## src/rtl/regfile_scan_display.sv

```systemverilog
// Walks a register file one entry at a time and shows each 16-bit value on four active-low 7-seg digits.
// Auto mode dwells a fixed number of cycles per register; manual mode advances on a synchronized Step press.
module regfile_scan_display #(
   parameter int DWELL_CYCLES = 50_000_000,
   parameter int NUM_REGS     = 16,
   parameter int ADDR_W       = 4
) (
   input  logic              Clk,
   input  logic              Rst,
   input  logic              Start,
   input  logic              Mode,
   input  logic              Step_n,
   output logic              RegRdEn,
   output logic [ADDR_W-1:0] RegAddr,
   input  logic [15:0]       RegData,
   output logic [ADDR_W-1:0] RegIdx,
   output logic              Busy,
   output logic              Done,
   output logic [6:0]        out1,
   output logic [6:0]        out2,
   output logic [6:0]        out3,
   output logic [6:0]        out4
);

   localparam int CNT_W = (DWELL_CYCLES > 1) ? $clog2(DWELL_CYCLES) : 1;
   localparam logic [CNT_W-1:0]  DWELL_LAST = CNT_W'(DWELL_CYCLES - 1);
   localparam logic [ADDR_W-1:0] LAST_IDX   = ADDR_W'(NUM_REGS - 1);
   localparam logic [6:0]        SEG_BLANK  = 7'b1111111;

   typedef enum logic [2:0] {
      ST_IDLE    = 3'd0,
      ST_ISSUE   = 3'd1,
      ST_CAPTURE = 3'd2,
      ST_SHOW    = 3'd3,
      ST_ADVANCE = 3'd4,
      ST_DONE    = 3'd5
   } state_t;

   state_t            state_r, state_s;
   logic [ADDR_W-1:0] idx_r, idx_s;
   logic [CNT_W-1:0]  cnt_r, cnt_s;
   logic              step_sync1_r, step_sync2_r, step_prev_r, step_pulse_r;
   logic              rd_en_r, busy_r, done_r;
   logic [ADDR_W-1:0] addr_r, reg_idx_r;
   logic [6:0]        seg1_r, seg2_r, seg3_r, seg4_r;

   // Hex nibble to active-low segments {g,f,e,d,c,b,a}
   function automatic logic [6:0] seg7(input logic [3:0] nib);
      logic [6:0] s;
      case (nib)
         4'h0:    s = 7'b1000000;
         4'h1:    s = 7'b1111001;
         4'h2:    s = 7'b0100100;
         4'h3:    s = 7'b0110000;
         4'h4:    s = 7'b0011001;
         4'h5:    s = 7'b0010010;
         4'h6:    s = 7'b0000010;
         4'h7:    s = 7'b1111000;
         4'h8:    s = 7'b0000000;
         4'h9:    s = 7'b0011000;
         4'hA:    s = 7'b0001000;
         4'hB:    s = 7'b0000011;
         4'hC:    s = 7'b0100111;
         4'hD:    s = 7'b0100001;
         4'hE:    s = 7'b0000110;
         4'hF:    s = 7'b0001110;
         default: s = SEG_BLANK;
      endcase
      return s;
   endfunction

   // Step button: two-flop synchronizer, then registered falling-edge pulse
   always_ff @(posedge Clk) begin
      if (Rst) begin
         step_sync1_r <= 1'b1;
         step_sync2_r <= 1'b1;
         step_prev_r  <= 1'b1;
         step_pulse_r <= 1'b0;
      end else begin
         step_sync1_r <= Step_n;
         step_sync2_r <= step_sync1_r;
         step_prev_r  <= step_sync2_r;
         step_pulse_r <= step_prev_r & ~step_sync2_r;
      end
   end

   // Scan sequencer next-state, index and dwell count
   always_comb begin
      state_s = state_r;
      idx_s   = idx_r;
      cnt_s   = cnt_r;
      case (state_r)
         ST_IDLE: begin
            if (Start) begin
               state_s = ST_ISSUE;
            end else begin
               state_s = ST_IDLE;
            end
         end
         ST_ISSUE: state_s = ST_CAPTURE;
         ST_CAPTURE: begin
            cnt_s   = '0;
            state_s = ST_SHOW;
         end
         ST_SHOW: begin
            // Count is held while in manual mode so a return to auto resumes it
            if (Mode) begin
               if (cnt_r == DWELL_LAST) begin
                  state_s = ST_ADVANCE;
               end else begin
                  cnt_s = cnt_r + CNT_W'(1);
               end
            end else begin
               if (step_pulse_r) begin
                  state_s = ST_ADVANCE;
               end else begin
                  state_s = ST_SHOW;
               end
            end
         end
         ST_ADVANCE: begin
            if (idx_r == LAST_IDX) begin
               state_s = ST_DONE;
            end else begin
               idx_s   = idx_r + ADDR_W'(1);
               state_s = ST_ISSUE;
            end
         end
         ST_DONE: begin
            idx_s   = '0;
            state_s = ST_IDLE;
         end
         default: begin
            idx_s   = '0;
            state_s = ST_IDLE;
         end
      endcase
   end

   // State, read-port outputs, status flags and captured display
   always_ff @(posedge Clk) begin
      if (Rst) begin
         state_r   <= ST_IDLE;
         idx_r     <= '0;
         cnt_r     <= '0;
         rd_en_r   <= 1'b0;
         addr_r    <= '0;
         reg_idx_r <= '0;
         busy_r    <= 1'b0;
         done_r    <= 1'b0;
         seg1_r    <= SEG_BLANK;
         seg2_r    <= SEG_BLANK;
         seg3_r    <= SEG_BLANK;
         seg4_r    <= SEG_BLANK;
      end else begin
         state_r <= state_s;
         idx_r   <= idx_s;
         cnt_r   <= cnt_s;
         rd_en_r <= (state_s == ST_ISSUE);
         busy_r  <= (state_s == ST_ISSUE) || (state_s == ST_CAPTURE) ||
                    (state_s == ST_SHOW)  || (state_s == ST_ADVANCE);
         done_r  <= (state_s == ST_DONE);
         if (state_s == ST_ISSUE) begin
            addr_r <= idx_s;
         end
         // Read data arrives one cycle after the strobe, i.e. during CAPTURE
         if (state_r == ST_CAPTURE) begin
            reg_idx_r <= idx_r;
            seg1_r    <= seg7(RegData[15:12]);
            seg2_r    <= seg7(RegData[11:8]);
            seg3_r    <= seg7(RegData[7:4]);
            seg4_r    <= seg7(RegData[3:0]);
         end
      end
   end

   assign RegRdEn = rd_en_r;
   assign RegAddr = addr_r;
   assign RegIdx  = reg_idx_r;
   assign Busy    = busy_r;
   assign Done    = done_r;
   assign out1    = seg1_r;
   assign out2    = seg2_r;
   assign out3    = seg3_r;
   assign out4    = seg4_r;

endmodule
```

## config.mk

```make
export PLATFORM = sky130hd
export DESIGN_NAME = regfile_scan_display
export DESIGN_NICKNAME = d
export VERILOG_FILES = /design/src/rtl/regfile_scan_display.sv
export SDC_FILE = /design/constraint.sdc
export NUM_CORES = 1
export LEC_CHECK = 0
export ABC_AREA = 1
export CAP_MARGIN = 30
export CORE_UTILIZATION = 50
export DETAILED_ROUTE_END_ITERATION = 6
export HOLD_SLACK_MARGIN = 0.03
export PLACE_DENSITY_LB_ADDON = 0.12
export SLEW_MARGIN = 30
export SYNTH_ARGS = -nofsm -noshare
export SYNTH_HDL_FRONTEND = slang
export SYNTH_SLANG_ARGS = --single-unit
export TNS_END_PERCENT = 100
```

## constraint.sdc

```tcl
create_clock -name Clk -period 2.6 [get_ports Clk]
set_input_delay 0.26 -clock Clk [delete_from_list [all_inputs] [get_ports Clk]]
set_output_delay 0.26 -clock Clk [all_outputs]
set_load 0.005 [all_outputs]
```

# After elaboration in Yosys (flattened, before gate mapping)
# Memory sizes are Yosys's and may differ from the RTL's. A register that Yosys moved wholly into a read port is not among the register bits.
# Cells that the tools add are included.
# totals
ff_bits	48
rom_bits	448
inputBits	21
output_inout_bits	39
elab_cells	51
mem_count	4
# classes
n_addsub	2
n_eq_ne	13
muxes	11
bitwise_logic	2
reduce_logical	7
# mem_list
memory	depth	width	rd	rd_clocked_by_memory_dff	write_ports	line	source
(name not given)	16	7	1	1	0	50	case (nib)
(name not given)	16	7	1	1	0	50	
(name not given)	16	7	1	1	0	50	
(name not given)	16	7	1	1	0	50	
# ops
operator	n
$mux 26	2
$pmux 26 s2	1
$add 26x1->26 const B	1
$eq 26x26->1 const B	1
$pmux 3 s5	1
$eq 3x2->1 const B	4
$mux 3	4
$eq 3x3->1 const B	3
$pmux 4 s2	1
$eq 3x1->1 const B	2
$add 4x1->4 const B	1
$eq 4x4->1 const B	1
$mux 4	1
$ne 2x2->1 const B	2
$reduce_or 4->1	1
$logic_not 3->1	1
$logic_or 1x1->1	3
$reduce_and 3->1	1
$reduce_bool 2->1	1
$and 1x1->1	1
$mux 1	1
$not 1->1	1

# Longest topological paths before layout
# Gate-level depths: netlist (run 1).
# logic_depth
ltp_word	8
depth_mapped	12
depth_no_buf	12

# Worst setup path before layout (run 1)
# Ideal clock, no wire load.
# synth_timing
path_type	register -> register
start	register cnt_r[0]
end	register addr_r[0], in the netlist RegAddr[0]
setup_ps	110
t_arrival_ps	1562
t_required_ps	2490
setup_slack_ps	928
path_stages_with_launch	13
path_buffers	0
synth_period_minus_slack_ps	1672
path_cell_list	dfxtp_1 -> ha_1 -> nand2_2 -> nor2_4 -> nand2_1 -> nor2_1 -> nand3_1 -> nand2_1 -> nand2_1 -> nand3_2 -> nand2_1 -> inv_1 -> nor2_1
# synth_via
elab_chain_len	5
# synth_lines
element	line	source
from (decl)	41	logic [CNT_W-1:0] cnt_r, cnt_s;
from (signal assigned)	158	cnt_r <= cnt_s;
$eq 26x26->1	108	if (cnt_r == DWELL_LAST) begin
$mux 3	108	
$mux 3	107	if (Mode) begin
$pmux 3 s5	92	case (state_r)
$eq 3x1->1	163	if (state_s == ST_ISSUE) begin
to (signal assigned)	164	addr_r <= idx_s;
to (decl)	44	logic [ADDR_W-1:0] addr_r, reg_idx_r;
# No other way between the ends.
# A chain may end at the register's enable or synchronous reset.

# Worst setup path after layout (run 1)
# layout_timing
start	register state_r[2]
end	register cnt_r[7]
# layout_via
elab_chain_len	3
elab_cells_between_ends	7
classes_between	4 x eq/ne; 1 x mux; 2 x reduce/logical
# layout_lines
element	line	source
from (decl)	39	state_t state_r, state_s;
from (signal assigned)	156	state_r <= state_s;
$eq 3x2->1	92	
$ne 2x2->1 (no source line) / $reduce_bool 2->1 (equally long branches)	--	
$reduce_and 3->1 (no source line)	--	
# Parallel ways exist; a longest one is shown, timed or not.

==> results of run 1 <==
[stage by stage]
step / std cells / setup WS, ps / utilization [%]
2_1_floorplan: 673 / 928.5 / -
3_3_place_gp: 821 / 560.0 / 58.54
3_5_place_dp: 821 / 547.6 / 58.54
4_1_cts: 837 / 526.5 / 60.83
5_1_grt: 837 / 337.2 / 60.83
6_report: 837 / 538.5 / 60.83
[cells in the mapped netlist (5+ instances only)]
cell type / number / area, sq um
inv_1: 69 / 259.0
xor2_1: 7 / 61.31
o21ai_0: 24 / 120.1
a21oi_2: 5 / 43.79
a21oi_1: 55 / 275.3
o22ai_1: 5 / 31.28
ha_1: 22 / 275.3
a31oi_1: 12 / 75.07
nand4_1: 9 / 56.30
dfxtp_1: 76 / 1521
nand2_1: 172 / 645.6
nor3_1: 6 / 30.03
nor2_1: 116 / 435.4
clkbuf_1: 14 / 52.55
nand3_1: 28 / 140.1
[power breakdown]
| part | internal [uW] | switching (uW) | leakage (uW) |
|---|---|---|---|
| Clock | 452 | 467 | 0.0000935 |
| Sequential | 1250 | 54.7 | 0.000619 |
| Combinational | 266 | 330 | 0.00132 |
| Total | 1970 | 852 | 0.00203 |
[per-layer routing]
| metal | global-route usage, % | routed length [microns] | part of all wire, % |
|---|---|---|---|
| met5 | 0 | 0 | 0 |
| met2 | 42.96 | 5241 | 48 |
| met3 | 5.947 | 551 | 5.1 |
| met1 | 28.91 | 4889 | 45 |
| met4 | 7.843 | 211 | 1.9 |
[logic make-up (layout without fill, tap and decap cells)]
logic type / after synthesis / count (layout) / synth area share [%]
AOI/OAI and AO/OA: 122 / 122 / 15.81
xor gates and xnor gates: 11 / 11 / 2.159
adders and majority gates: 22 / 22 / 6.168
buffers and inverters: 93 / 149 / 8.634
DFF: 76 / 76 / 34.09
and+or+nand+nor: 349 / 349 / 33.14
[state kept, by name (all words and copies together) (netlist names)]
signal	cells
cnt_r	26
out1	7
out2	7
out3	7
out4	7
RegAddr	4
RegIdx	4
idx_r	4
state_r	3
Busy	1
Done	1
RegRdEn	1
step_prev_r	1
step_pulse_r	1
step_sync1_r	1
step_sync2_r	1
[placed cells by master (no fill, tap or decap), types with 5 or more instances in the layout]
master             n
dfxtp_1           76
a21oi_2            5
xor2_1             7
o22ai_1            5
a31oi_1           12
nand3_1           28
nor3_1             6
a21oi_1           55
clkbuf_8           9
inv_1             69
nand2_1          172
ha_1              22
clkdlybuf4s50_1   58
o21ai_0           24
nor2_1           116
nand4_1            9
[worst max path at each step]
| stage | from | to | slack, ps | cells past startpoint |
|---|---|---|---|---|
| floorplan | cnt_r[0] | RegAddr[0] | 930 | 12 |
| global placement | state_r[2] | cnt_r[1] | 560 | 8 |
| detailed placement | state_r[2] | cnt_r[24] | 550 | 7 |
| CTS | state_r[2] | cnt_r[7] | 530 | 7 |
| global route | state_r[2] | cnt_r[2] | 340 | 7 |
| finish | state_r[2] | cnt_r[7] | 540 | 7 |
[critical path, stage by stage (launching register included)]
cell     delay, ps
dfxtp_1        400
nor3_4         350
inv_2          280
nand2_4        150
nand2_2         70
nor2_4         460
nand2_1        130
a21oi_2        150
[cell type report]
cell class                 count  share of cell area (%)
inverter                      73                   5.191
clock buffer                  10                   2.418
timing repair buffer          60                   11.23
tap                          108                   2.560
multi-input combinational    504                   48.42
sequential                    76                   28.82
clock inverter                 6                   1.351
==> results by group, run 1 <==
Final layout
  – Layout Cell Area excl Fill: 0.005279 sq mm
  – FILL cells: 830
  – # diodes: 0
  – Nets: 767
  – FF/Latch Area: 0.001521 sq mm
  – Share of layout cells above drive strength 1: 5.761%
  – Area of the multi-input gates: 0.002556 sq mm
  – Area Growth Syn to Fin: 18.28%

Clock tree
  – CTS tree: yes
  – H-tree depth: 3
  – Root buf cell: clkbuf_8
  – Setup bufs post-CTS: 0
  – Largest buffer count on any clock path: 2
  – Hold buffer count at CTS: 0
  – Clk_lat worst skew: 350 ps
  – Num Clock Sinks: 76
  – Clock buffer count from CTS: 9
  – Resized cells post-CTS: 0
  – Clk slew on worst S/H paths: 80 ps

Drt
  – ANT nets after route: 0
  – Routed WL per cell: 13.01 microns
  – Average via count per standard cell: 5.329
  – First-pass iteration count of the detailed router: 6
  – Via count: 4460
  – Post-route DRC violation count: 0
  – Drt total wl: 10890 microns
  – DR iter-0 viols: 203

Floorplanning
  – Initial Utilization: 51.43%
  – Die area: 0.009307 sq mm
  – Die width: 96.48 microns
  – CORE AREA: 0.008678 sq mm
  – I/O pins: 60
  – Row cnt: 34
  – Die H: 96.48 microns

Global route
  – GRT Util Overall: 24.38%
  – Initial antenna violation count: 0
  – First-pass GRT wire length: 17750 microns
  – Largest net degree at the start of global routing: 41
  – GRT overflow: 0
  – Vias in the first global route: 4042

Timing
  – Slew @ Worst Pin: 579.2 ps
  – Final Critical Period: 2062 ps
  – Slew Limit Headroom: 61.29%
  – # setup viols final: 0
  – Slew Limit Fails: 0
  – Max Clock Freq: 485.1 MHz
  – Final Cycle Share: 79.29%
  – Hold WS: 271.2 ps
  – RSZ-0062 raised after global routing: no
  – Final hold vios: 0
  – Sum Neg Setup Slack: 0 ps
  – Skew final: 7.581 ps

Power
  – Overall Power: 2824 uW
  – Pwr/cell area: 535.0 mW/mm^2
  – Leakage: 0.002030 uW
  – Peak VDD IR: 0.3050 mV

Worst setup path
  – Reg-to-Reg Start: state_r[2]
  – Max Fanout on Critical Path: 25
  – FF-to-FF path depth: 7
  – Crit end category: flop
  – RR Endpoint: cnt_r[7]
  – Arrival time worst endpoint: 2340 ps
  – Crit Path Class: flop to flop
  – Worst setup SP type: flop
  – R2R setup slack: 540 ps
  – Required time of the critical path: 2880 ps

Worst hold path
  – Min-Delay Endpoint: out1[4]
  – Hold crit path type: input pin to flop
  – Worst Hold Launch: Rst
  – Hold path cells: 3

Synthesis
  – Cell Area, Synth: 0.004463 sq mm
  – Ys Warns: 0
  – Cells after Synth: 673
  – Top FF cell, synth: dfxtp_1
  – Syn nets: 716
  – Yosys reg bits: 76
  – Avg Cell Area, Syn: 6.632 sq um
  – Number of enable flip-flop cells after synthesis: 0
  – Sequential fraction of the synthesis area: 34.09%
  – Yosys cell types: 40
  – FFs w/ async S/R, synth: 0%

Place
  – DPL Wire Length: 7879 microns
  – Routability cong.: 0.9795
  – IO buf count: 59
  – Placed Area: 0.005080 sq mm

Job
  – Maxcap violations: 0

Status
  – Status: finished clean
Note: power is estimated with default switching activity, not from simulation.
==> run 2, diff against run 1 <==
==> constraint.sdc (replaced) <==
create_clock -name Clk -period 1.7 [get_ports Clk]
set_input_delay 0.17 -clock Clk [delete_from_list [all_inputs] [get_ports Clk]]
set_output_delay 0.17 -clock Clk [all_outputs]
set_load 0.005 [all_outputs]
==> run 2 against run 1 <==
Compared with the run above:
- the flow now finishes with violations (setup timing)
- count of clock-buffer cells in the layout decreased by 1
- clock power is 73% higher
- setup slack got worse by 560 ps
- register-to-register slack got worse by 560 ps
- final cell count is 5.0% higher
- design area rose by 10%
- first-iteration DRC count is 28% higher
- via count is 2.5% higher
- critical path depth increased by 4
- global-route usage increased by 1.1 points
- non-clock buffer count is 41 higher
- critical path type unchanged
- critical endpoint is now cnt_r[21]
- highest routed layer unchanged
==> results by group, run 2 (synthesis gave the netlist of run 1 again) <==
Place
  – Placement Setup Slack: -76.22 ps (was 547.6 ps)
  – Placed Area: 0.005353 sq mm (was 0.005080 sq mm)
  – DPL Wire Length: 8204 microns (was 7879 microns)
  – Routability cong.: 1.007 (was 0.9795)
  – IO buf count: 59 (unchanged)

Timing
  – Slack of the critical path: -21.17 ps (was 538.5 ps)
  – Max Clock Freq: 581.0 MHz (was 485.1 MHz)
  – Final hold vios: 0 (unchanged)
  – Slew @ Worst Pin: 437.3 ps (was 579.2 ps)
  – Slew Limit Headroom: 70.85% (was 61.29%)
  – # setup viols final: 8 (was 0)
  – Sum Neg Setup Slack: -92.75 ps (was 0 ps)
  – RSZ-0062 raised after global routing: yes (was no)
  – Hold WS: 215.9 ps (was 271.2 ps)
  – Skew final: 15.20 ps (was 7.581 ps)
  – Slew Limit Fails: 0 (unchanged)
  – Final Critical Period: 1721 ps (was 2062 ps)
  – Final Cycle Share: 101.2% (was 79.29%)

Final layout
  – Max FFs per register: 26 (unchanged)
  – Nets: 809 (was 767)
  – # diodes: 0 (unchanged)
  – Area Growth Syn to Fin: 30.36% (was 18.28%)
  – Commonest non-fill, non-tap cell in the layout: nand2_1 (unchanged)
  – Most flop-heavy register: cnt_r (unchanged)
  – Layout Cell Area excl Fill: 0.005818 sq mm (was 0.005279 sq mm)
  – FILL cells: 780 (was 830)
  – Most frequent cells in the layout: nand2_1 (156), nor2_1 (108), dfxtp_1 (71), inv_1 (69), clkdlybuf4s50_1 (58) (was nand2_1 (172), nor2_1 (116), dfxtp_1 (76), inv_1 (69), clkdlybuf4s50_1 (58))
  – FF/Latch Area: 0.001528 sq mm (was 0.001521 sq mm)
  – Area of the multi-input gates: 0.002673 sq mm (was 0.002556 sq mm)
  – Share of layout cells above drive strength 1: 15.18% (was 5.761%)

Worst setup path
  – Worst setup SP type: flop (unchanged)
  – Crit end category: flop (unchanged)
  – Reg-to-Reg Start: cnt_r[0] (was state_r[2])
  – Required time of the critical path: 1930 ps (was 2880 ps)
  – Arrival time worst endpoint: 1950 ps (was 2340 ps)
  – Crit Path Class: flop to flop (unchanged)
  – Start point of the critical path: cnt_r[0] (was state_r[2])
  – Max Fanout on Critical Path: 6 (was 25)

Floorplanning
  – Die H: 96.48 microns (unchanged)
  – Row cnt: 34 (unchanged)
  – Initial Utilization: 51.43% (unchanged)
  – Die width: 96.48 microns (unchanged)
  – Die area: 0.009307 sq mm (unchanged)
  – CORE AREA: 0.008678 sq mm (unchanged)
  – I/O pins: 60 (unchanged)

Clock tree
  – Num Clock Sinks: 76 (unchanged)
  – Clk_lat worst skew: 360 ps (was 350 ps)
  – Largest buffer count on any clock path: 2 (unchanged)
  – CTS tree: yes (unchanged)
  – H-tree depth: 3 (unchanged)
  – Clock buffer count from CTS: 9 (unchanged)
  – Root buf cell: clkbuf_8 (unchanged)
  – Clk slew on worst S/H paths: 100 ps (was 80 ps)
  – Hold buffer count at CTS: 0 (unchanged)

Drt
  – Via count: 4571 (was 4460)
  – First-pass iteration count of the detailed router: 5 (was 6)
  – Average via count per standard cell: 5.200 (was 5.329)
  – ANT nets after route: 0 (unchanged)
  – Drt total wl: 11810 microns (was 10890 microns)
  – Post-route DRC violation count: 0 (unchanged)
  – Routed WL per cell: 13.43 microns (was 13.01 microns)
  – DR iter-0 viols: 260 (was 203)

Status
  – Status: complete, but fails checks (was finished clean)
  – Failing checks: setup timing

Global route
  – GRT Util Overall: 25.52% (was 24.38%)
  – First-pass GRT wire length: 18510 microns (was 17750 microns)
  – Vias in the first global route: 4149 (was 4042)
  – GRT overflow: 0 (unchanged)
  – Initial antenna violation count: 0 (unchanged)
  – Largest net degree at the start of global routing: 39 (was 41)

Job
  – Maxcap violations: 0 (unchanged)

Power
  – Leakage: 0.002334 uW (was 0.002030 uW)
  – Pwr/cell area: 824.9 mW/mm^2 (was 535.0 mW/mm^2)
  – Peak VDD IR: 0.4728 mV (was 0.3050 mV)

Worst hold path
  – Worst Hold Launch: Rst (unchanged)
  – Hold crit path type: input pin to flop (unchanged)
-- run 2: cell types whose count changed in the layout (fill, tap and decap cells not counted), moves of 2 or more --
cell,delta
buf_4,+35
buf_12,+4
nor2_1,-8
nand2_1,-16
dfxtp_2,+5
nand2_2,+13
dfxtp_1,-5
clkbuf_16,+2
nand2_4,+3
nor2_2,+8
-- run 2: through the flow --
step                      instances  total power, uW  util [%]
final                           879             4799     67.04
after CTS                       871             4642     64.37
after detailed placement        854             3060     61.68
after global routing            879             5027     67.04
after global placement          854             3048     61.68
after floorplan                 673             2583         -
-- run 2: critical path, cell delays in order (launching register included) --
cell	delay [ps]
dfxtp_2	360
ha_4	150
nand2_4	60
nor2_4	150
nand4_1	90
nor2_1	130
nand3_2	150
nand2_4	130
nor2_4	60
clkbuf_16	180
nand2_1	70
a21oi_2	50
-- run 2: final cells by class --
type,instances,area share [%]
clock buffer,9,2.129
clock inverter,7,1.699
inverter,73,4.710
multi-input combinational,505,45.94
sequential,76,26.26
tap,108,2.323
timing repair buffer,101,16.95
-- run 2: where the power goes --
part | switching (uW) | internal, uW | total [uW] | leakage [uW]
Sequential | 78.1 | 1920 | 2000 | 0.000621
Clock | 751 | 834 | 1590 | 0.000110
Combinational | 614 | 602 | 1220 | 0.00160
-- run 2: what timing repair did --
| action | 4_1_cts | 5_1_grt |
|---|---|---|
| endpoints found under the hold margin | 0 | 0 |
| setup endpoints to repair | 25 | 33 |
| cloned | 1 | 2 |
| buffers inserted | 0 | 6 |
| pin swaps | 0 | 13 |
| gates resized for setup | 1 | 37 |
-- run 2: layer usage --
metal | vias to the layer above | GRT usage, % | part of all wire, %
met5 | - | 0 | 0
met4 | 0 | 10.91 | 2.1
met3 | 19 | 5.243 | 6.1
met2 | 131 | 42.14 | 47
met1 | 2053 | 32.12 | 45
li1 | 2368 | - | -
-- run 2: path summary, 6_finish.rpt --
kind                       end  cells after the start  slack (ps)
hold reg to reg   step_sync2_r                      1         420
hold / removal        idx_r[3]                      3         220
setup / recovery     cnt_r[21]                     11         -20
setup reg to reg     cnt_r[21]                     11         -20
